**src/rtl/operand_fetch.sv**
```systemverilog
// Operand fetch stage: latches an immediate, the accumulator, zero, or a word from one of
// four handshaked neighbour lanes, saturates it to +/-999 and holds it for the ALU.
module operand_fetch (
    input  logic               clk,
    input  logic               rst_n,
    input  logic               req,
    input  logic [2:0]         src,
    input  logic signed [10:0] imm,
    input  logic signed [10:0] acc,
    input  logic [43:0]        port_data,
    input  logic [3:0]         port_valid,
    output logic [3:0]         port_ready,
    input  logic               abort,
    output logic signed [10:0] arg1,
    output logic               arg1_valid,
    input  logic               arg1_ready,
    output logic [1:0]         last_port,
    output logic               busy
);

    typedef enum logic [1:0] {
        S_IDLE = 2'd0,
        S_WAIT = 2'd1,
        S_HOLD = 2'd2
    } state_t;

    typedef enum logic [2:0] {
        SRC_IMM   = 3'd0,
        SRC_ACC   = 3'd1,
        SRC_NIL   = 3'd2,
        SRC_UP    = 3'd3,
        SRC_DOWN  = 3'd4,
        SRC_LEFT  = 3'd5,
        SRC_RIGHT = 3'd6,
        SRC_ANY   = 3'd7
    } src_t;

    localparam logic signed [10:0] OP_MAX = 11'sd999;
    localparam logic signed [10:0] OP_MIN = -11'sd999;

    state_t             state_q;
    src_t               src_q;
    logic signed [10:0] arg1_q;
    logic               arg1_valid_q;
    logic [1:0]         last_port_q;

    logic [1:0]         sel_lane;
    logic [2:0]         lane_off;
    logic               take;
    logic signed [10:0] lane_data;

    function automatic logic signed [10:0] sat(input logic signed [10:0] v);
        if (v > OP_MAX) return OP_MAX;
        if (v < OP_MIN) return OP_MIN;
        return v;
    endfunction

    // Lane arbitration: a single named lane, or the lowest-index valid lane for ANY; abort masks all.
    always_comb begin
        sel_lane = '0;
        take     = 1'b0;
        lane_off = src_q - 3'd3;
        if (state_q == S_WAIT && !abort) begin
            if (src_q == SRC_ANY) begin
                take = |port_valid;
                if (port_valid[0])      sel_lane = 2'd0;
                else if (port_valid[1]) sel_lane = 2'd1;
                else if (port_valid[2]) sel_lane = 2'd2;
                else                    sel_lane = 2'd3;
            end else begin
                sel_lane = lane_off[1:0];
                take     = port_valid[lane_off[1:0]];
            end
        end
    end

    always_comb begin
        port_ready = take ? (4'b0001 << sel_lane) : '0;
        case (sel_lane)
            2'd0:    lane_data = port_data[10:0];
            2'd1:    lane_data = port_data[21:11];
            2'd2:    lane_data = port_data[32:22];
            default: lane_data = port_data[43:33];
        endcase
    end

    always_ff @(posedge clk or negedge rst_n) begin
        if (!rst_n) begin
            state_q      <= S_IDLE;
            src_q        <= SRC_IMM;
            arg1_q       <= '0;
            arg1_valid_q <= 1'b0;
            last_port_q  <= '0;
        end else begin
            case (state_q)
                S_IDLE: begin
                    if (req) begin
                        case (src_t'(src))
                            SRC_IMM: begin
                                arg1_q       <= sat(imm);
                                arg1_valid_q <= 1'b1;
                                state_q      <= S_HOLD;
                            end
                            SRC_ACC: begin
                                arg1_q       <= sat(acc);
                                arg1_valid_q <= 1'b1;
                                state_q      <= S_HOLD;
                            end
                            SRC_NIL: begin
                                arg1_q       <= '0;
                                arg1_valid_q <= 1'b1;
                                state_q      <= S_HOLD;
                            end
                            default: begin
                                src_q   <= src_t'(src);
                                state_q <= S_WAIT;
                            end
                        endcase
                    end
                end
                S_WAIT: begin
                    if (abort) begin
                        state_q <= S_IDLE;
                    end else if (take) begin
                        arg1_q       <= sat(lane_data);
                        last_port_q  <= sel_lane;
                        arg1_valid_q <= 1'b1;
                        state_q      <= S_HOLD;
                    end
                end
                S_HOLD: begin
                    if (abort || arg1_ready) begin
                        arg1_valid_q <= 1'b0;
                        state_q      <= S_IDLE;
                    end
                end
                default: begin
                    arg1_valid_q <= 1'b0;
                    state_q      <= S_IDLE;
                end
            endcase
        end
    end

    assign arg1       = arg1_q;
    assign arg1_valid = arg1_valid_q;
    assign last_port  = last_port_q;
    assign busy       = (state_q != S_IDLE);

endmodule

```
**config.mk**
```make
export PLATFORM = sky130hd
export DESIGN_NAME = operand_fetch
export DESIGN_NICKNAME = d
export VERILOG_FILES = /design/src/rtl/operand_fetch.sv
export SDC_FILE = /design/constraint.sdc
export NUM_CORES = 1
export LEC_CHECK = 0
export BUFFER_PORTS_ARGS = -buffer_cell sky130_fd_sc_hd__buf_2
export CAP_MARGIN = 20
export CORE_MARGIN = 10
export CORE_UTILIZATION = 50
export DETAILED_ROUTE_END_ITERATION = 10
export PLACE_DENSITY = 0.86
export SLEW_MARGIN = 30
export SYNTH_ARGS = -nofsm -noshare
export SYNTH_HDL_FRONTEND = slang
export SYNTH_SLANG_ARGS = --single-unit
export TNS_END_PERCENT = 20
```
**constraint.sdc**
```tcl
create_clock -name clk -period 9.9 [get_ports clk]
set_clock_uncertainty 0.15 [all_clocks]
set_input_delay 0 -clock clk [delete_from_list [all_inputs] [get_ports clk]]
set_output_delay 0 -clock clk [all_outputs]
set_load 0.1 [all_outputs]
```
### After elaboration in Yosys (flattened, before gate mapping)

Cells that the tools add are included.
W data, S select, Z words.

* output and inout bits: 19
* bits in registers: 19
* input bits: 78
* word-level logic and storage cells: 112

* bitwise operators: 2
* $lt $le $gt $ge: 7
* shifts and indexed selects: 1
* $add $sub $neg: 1
* eq/ne operators: 14
* reduce and logical (&&, ||, !) cells: 15
* mux-type cells: 67

Operator list (count)
* $mux W11: 15
* $pmux W11 S3: 2
* $mux W1: 36
* $gt A11 B11 Y1 const B: 3
* $lt A11 B11 Y1 const B: 3
* $pmux W11 S2: 1
* $mux W2: 9
* $ne A2 B2 Y1 const B: 5
* $reduce_and A5 Y1: 2
* $reduce_and A3 Y1: 3
* $pmux W2 S3: 1
* $eq A2 B1 Y1 const B: 2
* $eq A2 B2 Y1 const B: 2
* $logic_not A2 Y1: 2
* $mux W4: 1
* $ne A4 B1 Y1 const B: 1
* $reduce_bool A2 Y1: 2
* $reduce_or A4 Y1: 1
* $shl A1 B2 Y4 const A: 1
* $eq A3 B1 Y1 const B: 1
* $eq A3 B2 Y1 const B: 1
* $eq A3 B3 Y1 const B: 1
* $logic_not A3 Y1: 1
* $lt A2 B3 Y1 const B: 1
* 9 further kinds: 10

### Logic depth before layout (Yosys ltp)

Gate-level depths: netlist of the first run.

* depth in word-level cells: 21
* mapped depth: 15
* mapped depth without buffers: 12

### Worst setup path after synthesis of the first run

OpenSTA, ideal clock, no wires.

* kind: reg-to-output
* from: reg src_q[0]
* to: out port_ready[3]
* data required time: 9.750 ns
* slack: 6.209 ns
* buffers on the path: 3
* arrival: 3.541 ns
* stages on the path, launching flop included: 8
* cells stage by stage: dfrtp_1 ha_1 a21boi_0 o21ai_2 buf_6 buf_12 buf_2 nor3_1

* longest elaborated chain between the ends: 6
* elaborated cells between the ends (all ways): 10
* those cells by class: add/sub (1); eq/ne (1); shift (1); mux (7)

RTL lines
* start: declaration: RTL line 42 `src_t src_q;`
* start signal: assignment: RTL line 115 `src_q <= src_t'(src);`
* $sub A2 B2 Y2: RTL line 62 `lane_off = src_q - 3'd3;`
* $bmux W1 S2: RTL line 72 `take = port_valid[lane_off[1:0]];`
* $mux W1 (implied by the code): RTL line 72
* $mux W1: RTL line 64 `if (src_q == SRC_ANY) begin`
* $mux W1: RTL line 63 `if (state_q == S_WAIT && !abort) begin`
* $mux W4 *: RTL line 78 `port_ready = take ? (4'b0001 << sel_lane) : '0;`
* end: declaration: RTL line 12 `output logic [3:0] port_ready,`

Mark *: on every way between the ends. The rest lies on a longest branch, timed or not. The select of a mux whose other input is x is not followed.

### Final worst setup path of the first run

* from: reg src_q[0]
* to: reg arg1_q[4] (netlist: arg1[4])

* longest elaborated chain between the ends: 16
* elaborated cells between the ends (all ways): 31
* those cells by class: add/sub (1); order compare (2); eq/ne (4); mux (22); reduce/logical (2)

RTL lines
* $sub A2 B2 Y2 / $eq A3 B3 Y1 (equally long branches): RTL line 62, 64
* $mux W2: RTL line 64
* $mux W2: RTL line 63
* $eq A2 B2 Y1, or another cell as far along: RTL line 79 `case (sel_lane)`
* $pmux W11 S3: RTL line 79
* $lt A11 B11 Y1: RTL line 54 `if (v < OP_MIN) return OP_MIN;`
* $mux W1 (2 in series): RTL line 54
* $mux W1: RTL line 124 `end else if (take) begin`
* $mux W1: RTL line 122 `if (abort) begin`
* $mux W1: RTL line 95 `case (state_q)`
* $mux W11: RTL line 55 `return v;`
* $mux W11: RTL line 54
* $mux W11: RTL line 124
* $mux W11: RTL line 122
* $pmux W11 S2: RTL line 95
* end signal: assignment: RTL line 100 `arg1_q <= sat(imm);`
* end signal: assignment: RTL line 105 `arg1_q <= sat(acc);`
* end signal: assignment: RTL line 125 `arg1_q <= sat(lane_data);`
* end: declaration: RTL line 43 `logic signed [10:0] arg1_q;`

Parallel ways exist; a longest one is shown, timed or not. The select of a mux whose other input is x is not followed.
A chain may end at the register's enable or synchronous reset.

==> results of run 1 <==
## worst min-delay path by stage
| stage | from | slack [ns] | depth (start not counted) | endpoint |
|---|---|---|---|---|
| 2_1_floorplan | rst_n | -0.45 | 0 | arg1[0] |
| 3_3_place_gp | rst_n | -0.19 | 1 | state_q[1] |
| 3_5_place_dp | rst_n | -0.18 | 1 | state_q[1] |
| 4_1_cts | arg1_ready | 0.0008 | 4 | state_q[1] |
| 5_1_grt | arg1_ready | 0.06 | 4 | state_q[1] |
| 6_report | arg1_ready | 0.0005 | 4 | state_q[1] |
## logic make-up after synthesis
| family | after synthesis | synth area share (%) |
|---|---|---|
| and+or+nand+nor | 74 | 22.1 |
| DFF | 19 | 24.3 |
| adders and majority gates | 4 | 2.56 |
| muxes | 41 | 21.9 |
| xor gates and xnor gates | 1 | 0.447 |
| AOI/OAI and AO/OA | 71 | 22.9 |
| buffers and inverters | 22 | 5.88 |
## Yosys cell counts (all sizes together) (2+ instances only)
cell / n
nand3: 7
a31oi: 8
nor3b: 2
mux2i: 27
a21oi: 9
nor4b: 2
clkbuf: 3
a31o: 3
ha: 4
o311a: 2
a21boi: 2
nor3: 4
nand2b: 5
or4: 2
inv: 11
o22ai: 2
dfrtp: 19
nand2: 17
or2: 2
nor2b: 16
o31ai: 6
o21ai: 30
buf: 8
nand4: 3
nor2: 9
mux2: 14
and3: 2
## power breakdown
part            total, W  switching [W]  leakage [nW]  internal (W)
Combinational   0.000460       0.000336          1.07      0.000124
Sequential      0.000143      0.0000310         0.237      0.000112
Clock          0.0000565      0.0000285        0.0255     0.0000280
## per-stage QoR
stage	total power [W]	hold slack [ns]	worst slack (ns)
after floorplan	0.000517	-0.446	6.21
after global placement	0.000595	-0.193	6.61
after detailed placement	0.000602	-0.185	6.51
after CTS	0.000661	0.000819	6.48
after global routing	0.000700	0.0577	6.20
final	0.000660	0.000471	6.48
## state kept, by name, summed over array words and instances (netlist names)
signal,cells
arg1_valid,1
src_q,3
arg1,11
last_port,2
state_q,2
## area by class of cell
cell class	count	area [sq um]	area share, %
clock inverter	1	5.00	0.196
multi-input combinational	191	1370	53.6
sequential	19	475	18.6
clock buffer	3	41.3	1.62
timing repair buffer	105	563	22.0
tap	48	60.1	2.35
inverter	11	41.3	1.62
## routing by layer
metal | wire length [um] | up-vias
met2 | 3120 | 78
met5 | 0 | -
met4 | 55 | 0
li1 | - | 1060
met1 | 2400 | 974
met3 | 526 | 8
## critical path, cell delays in order (launching register included)
cell	delay (ns)
dfrtp_1	0.44
ha_1	0.28
and4bb_1	0.23
o21ai_2	0.12
buf_4	0.35
mux2_1	0.36
o21ai_0	0.21
a31oi_1	0.12
o31ai_1	0.21
ha_1	0.30
or2_2	0.31
a31o_1	0.22
## what timing repair did
action	CTS	global route
hold buffers	6	0
hold endpoints to repair	24	0
endpoints found under the setup margin	0	0
==> results.json, run 1 <==
{
  "status": "finished, final reports clean",
  "hold_viol": 0,
  "fmax_ghz": 0.292,
  "clock_latency_ns": 0.26,
  "crit_path_start_kind": "register",
  "final_nets": 413,
  "drt_wl_total_mm": 6.10,
  "layout.cells.most_common": "buf_2",
  "crit_type": "register to register",
  "dieArea_sq_mm": 0.00682,
  "port_buffers": 96,
  "postRouteAntennaNets": 0,
  "placed_area_sq_mm": 0.00245,
  "syn_area_sq_mm": 0.00196,
  "gr-max-usage-layer": "met2",
  "cts.clk_slew.worst_paths_ns": 0.08,
  "synthArstFlopShare_pct": 100,
  "r2r_slack_ns": 6.48,
  "grt_max_degree": 28,
  "pin_count": 97,
  "yosys.area.top_type": "dfrtp_1",
  "p_per_area_mw_per_mm2": 258,
  "met3_usage_pct": 4.86,
  "worst_r2r_path_depth": 11,
  "cts_tree": "built",
  "synth_top_area_share_pct": 24.3,
  "die_y_um": 82.6,
  "fin_area_sq_mm": 0.00256,
  "diodes": 0,
  "r2r_end": "arg1[4]",
  "relSlewSlack_pct": 39.0,
  "grt-ovfl-total": 0,
  "drc": 0,
  "synthFlopType": "dfrtp_1",
  "vias": 2120,
  "die_x_um": 82.6,
  "h-tree-depth": 1,
  "worstPathRequired_ns": 9.90,
  "track_usage_pct": 16.7,
  "hold_class": "input pin to register",
  "maxCapViolCount": 0,
  "syn-instance-count": 232,
  "drive_above_1_share_pct": 37.0,
  "cts_resized": 0,
  "dp_hpwl_mm": 4.98,
  "wire_per_inst_um": 16.1,
  "clock_path_buffers": 2,
  "row_count": 22,
  "coreArea_sq_mm": 0.00372,
  "numCtsBuffers": 3,
  "avgSynthCellArea_sq_um": 8.44,
  "vias_per_cell": 5.61,
  "area_growth_pct": 30.5,
  "synth_edf_count": 0,
  "fin_crit_sh_pct": 34.6,
  "ys_warn_count": 0,
  "startpoint": "src_q[0]",
  "synthTopCellsByArea": "dfrtp_1 (24%), mux2i_1 (14%), o21ai_0 (6.6%), nor2b_1 (5.1%), mux2_2 (4.6%)",
  "grtUsageMet2_pct": 27.5,
  "antenna_found_initial": 0,
  "grt_pass1_vias": 1963,
  "cts_root_buf": "clkbuf_8",
  "p_leak_nw": 1.34,
  "cp-end-kind": "register",
  "placed_cells": 368,
  "gp_congestion": 0.876,
  "post_cts_buffers": 0,
  "finalSetupTns_ns": 0,
  "layout_common_cells": "buf_2 (96), mux2i_1 (27), o21ai_0 (26)",
  "ys_seq_area_share_pct": 24.3,
  "peakVddDrop_mv": 0.265,
  "clock_sinks": 19,
  "grt_pass1_wl_mm": 9.22,
  "fin_cells": 378,
  "worstPathMaxFanout": 27,
  "nFillCells": 309,
  "grt_util_met1_pct": 21.0,
  "synth_cell_types": 50,
  "rsz0062_at_grt": "no",
  "worstPathArrival_ns": 3.43,
  "start_util_pct": 52.7,
  "synth-seq-cells": 19,
  "drt-initial-drc-count": 144,
  "synth_nets": 314,
  "drt_first_pass_iters": 4,
  "final_core_util_pct": 68.8,
  "crit_end": "arg1[4]",
  "setup_viol": 0,
  "tightestPinTransition_ns": 0.914,
  "slew_violations": 0,
  "fin_crit_ns": 3.42,
  "timing.rr.start": "src_q[0]"
}
Power figures use the tool's default switching activity.
==> run 2, diff against run 1 <==
--- a/config.mk
+++ b/config.mk
@@ -5,12 +5,13 @@
 export SDC_FILE = /design/constraint.sdc
 export NUM_CORES = 1
 export LEC_CHECK = 0
+export ABC_AREA = 1
 export BUFFER_PORTS_ARGS = -buffer_cell sky130_fd_sc_hd__buf_2
 export CAP_MARGIN = 20
 export CORE_MARGIN = 10
-export CORE_UTILIZATION = 50
+export CORE_UTILIZATION = 47
 export DETAILED_ROUTE_END_ITERATION = 10
-export PLACE_DENSITY = 0.86
+export PLACE_DENSITY = 0.81
 export SLEW_MARGIN = 30
 export SYNTH_ARGS = -nofsm -noshare
 export SYNTH_HDL_FRONTEND = slang
==> constraint.sdc (replaced) <==
create_clock -name clk -period 3.45 [get_ports clk]
set_clock_uncertainty 0.15 [all_clocks]
set_input_delay 0 -clock clk [delete_from_list [all_inputs] [get_ports clk]]
set_output_delay 0 -clock clk [all_outputs]
set_load 0.1 [all_outputs]
==> results.json, run 2 <==
{
  "vias_per_cell": 5.14,
  "crit_path_start_kind": "register",
  "die_x_um": 85.1,
  "coreArea_sq_mm": 0.00406,
  "drive_above_1_share_pct": 26.8,
  "hold_class": "input pin to register",
  "drt_wl_total_mm": 6.79,
  "synthArstFlopShare_pct": 100,
  "post-synth-top-count-cell": "nand2_1",
  "crit_type": "register to register",
  "area_growth_pct": 36.5,
  "worstPathArrival_ns": 3.14,
  "largest_register_ffs": 11,
  "swShare_pct": 62.1,
  "multi_input_area_sq_mm": 0.00132,
  "grt-ovfl-total": 0,
  "avgSynthCellArea_sq_um": 5.67,
  "postRouteAntennaNets": 0,
  "dp_hpwl_mm": 5.51,
  "crit_family": "simple AND/OR/NAND/NOR gates",
  "numCtsBuffers": 3,
  "track_usage_pct": 17.8,
  "clock_path_buffers": 2,
  "synth_cell_types": 30,
  "p_clk_share_pct": 7.9,
  "h-tree-depth": 1,
  "cts_tree": "built",
  "antenna_found_initial": 0,
  "clock_sinks": 19,
  "dieArea_sq_mm": 0.00724,
  "cp_slowest_cell": "dfrtp_1",
  "synthFlopType": "dfrtp_1",
  "syn-instance-count": 351,
  "diodes": 0,
  "finalSetupTns_ns": 0,
  "fin_crit_ns": 3.14,
  "cts_root_buf": "clkbuf_8",
  "synthTopCellsByCount": "nand2_1 (115), inv_1 (46), nor2_1 (39)",
  "syn_area_sq_mm": 0.00199,
  "synth_top_area_share_pct": 23.9,
  "peakVddDrop_mv": 0.384,
  "relSlewSlack_pct": 60.3,
  "tightestPinTransition_ns": 0.591,
  "drt_first_pass_iters": 4,
  "internal_power_w": 0.000740,
  "fmax_ghz": 0.318,
  "cp-end-kind": "register",
  "critPathMaxStageDelay_ns": 0.45,
  "crit_chain": "ha_1 > nand2_1 > inv_1 > nand2_1 > nand2_1 > nor2_4 > buf_12 > nor2_2 > nand2_1 > nand3_1 > a21oi_1 > nand2_1 > o21ai_0 > nand2_1 > nand2_1 > ha_1 > inv_2 > nand2_1 > nor2_1 > nand2_1 > nand2_1 > nand2_1",
  "p_sw_w": 0.00121,
  "maxCapViolCount": 0,
  "final_core_util_pct": 67.0,
  "synthTopCellsByArea": "dfrtp_1 (24%), nand2_1 (22%), inv_1 (8.7%), o21ai_0 (7.8%), nor2_1 (7.3%)",
  "hold_viol": 0,
  "final_nets": 542,
  "worstPathRequired_ns": 3.45,
  "worstPathMaxFanout": 7,
  "clock_latency_ns": 0.25,
  "grt_max_degree": 25,
  "start_util_pct": 49.1,
  "synth-seq-cells": 19,
  "die_y_um": 85.1,
  "vias": 2615,
  "cts.clk_slew.worst_paths_ns": 0.07,
  "layout_common_cells": "nand2_1 (115), buf_2 (96), inv_1 (45)",
  "ys_warn_count": 0,
  "wire_per_inst_um": 13.3,
  "drc": 0,
  "status": "finished, final reports clean",
  "p_comb_share_pct": 72.3,
  "crit_buf_inv": 3,
  "fin_crit_sh_pct": 91.0,
  "row_count": 23,
  "gp_congestion": 0.875,
  "pin_count": 97,
  "pwr-share-seq_pct": 19.8,
  "nFillCells": 387,
  "port_buffers": 96,
  "slew_violations": 0,
  "p_per_area_mw_per_mm2": 719,
  "layout.cells.most_common": "nand2_1",
  "p_leak_nw": 1.57,
  "rsz0062_at_grt": "no",
  "ys_seq_area_share_pct": 23.9,
  "drt-initial-drc-count": 201,
  "grt_pass1_vias": 2515,
  "synth_edf_count": 0,
  "yosys.area.top_type": "dfrtp_1",
  "setup_viol": 0,
  "crit_top_cell": "nand2_1",
  "synth_nets": 433,
  "grt_pass1_wl_mm": 11.1,
  "regArea_sq_um": 475
}
-- run 2: logic make-up (layout without fill, tap and decap cells) --
family | after synthesis | after routing | share of synthesized area, %
AO/OA/AOI/OAI | 60 | 60 | 16.3
adder cells (fa/ha/maj) | 4 | 4 | 2.51
buffers and inverters | 58 | 165 | 11.4
flip-flops | 19 | 19 | 23.9
multiplexers | 1 | 1 | 0.565
AND/OR/NAND/NOR | 209 | 210 | 45.4
-- run 2: timing repair --
action | in CTS | in global routing
resized for setup | 0 | 3
buffers inserted | 0 | 4
endpoints found under the setup margin | 0 | 9
hold endpoints to repair | 25 | 0
hold buffers | 9 | 0
-- run 2: area by class of cell --
| class | count | area share [%] |
|---|---|---|
| Clock buffer | 4 | 1.66 |
| Inverter | 49 | 6.76 |
| Multi-Input combinational cell | 275 | 48.4 |
| Sequential cell | 19 | 17.5 |
| Tap cell | 50 | 2.30 |
| Timing Repair Buffer | 112 | 23.4 |
-- run 2: worst register-to-register path, delay by kind of cell (launching register included) --
kind | cells | cell delay (ns)
AND/OR/NAND/NOR | 15 | 1.27
adder cells (fa/ha/maj) | 2 | 0.48
flip-flops | 1 | 0.45
buffers and inverters | 3 | 0.36
AO/OA/AOI/OAI | 2 | 0.32
-- run 2: final timing paths --
kind,slack [ns],cells past startpoint,startpoint,to
max in group asynchronous,2.77,2,rst_n,arg1[10]
worst max register to register,0.31,22,src_q[0],arg1[0]
worst min-delay path,0.02,7,port_data[33],arg1[0]
min in group asynchronous,0.07,2,rst_n,src_q[2]
worst max-delay path,0.31,22,src_q[0],arg1[0]
worst min register to register,0.33,2,arg1[2],arg1[2]
-- run 2: routing by layer --
metal,GRT usage [%],up-vias,share of wire [%]
met1,20.7,1198,42
met5,0,-,0
met3,3.82,6,6.6
met4,4.64,0,1.0
met2,31.9,70,50
li1,-,1341,-
-- run 2: metrics by stage --
step | worst slack (ns) | cells | power [W] | hold slack, ns | area [sq um]
floorplan | 0.616 | 351 | 0.00147 | -0.446 | 2000
global placement | 0.347 | 491 | 0.00174 | -0.190 | 2520
detailed placement | 0.180 | 491 | 0.00176 | -0.188 | 2520
CTS | 0.163 | 504 | 0.00193 | 0.0187 | 2650
global route | 0.0209 | 509 | 0.00210 | 0.0687 | 2720
finish | 0.309 | 509 | 0.00195 | 0.0230 | 2720
-- run 2: power by group through the flow --
stage / logic (W) / registers, W / clock network (W)
after floorplan: 0.000609 / 0.000857 / 0
after global placement: 0.00135 / 0.000385 / 0
after detailed placement: 0.00137 / 0.000386 / 0
after CTS: 0.00139 / 0.000383 / 0.000157
after global routing: 0.00154 / 0.000398 / 0.000167
final: 0.00141 / 0.000387 / 0.000154
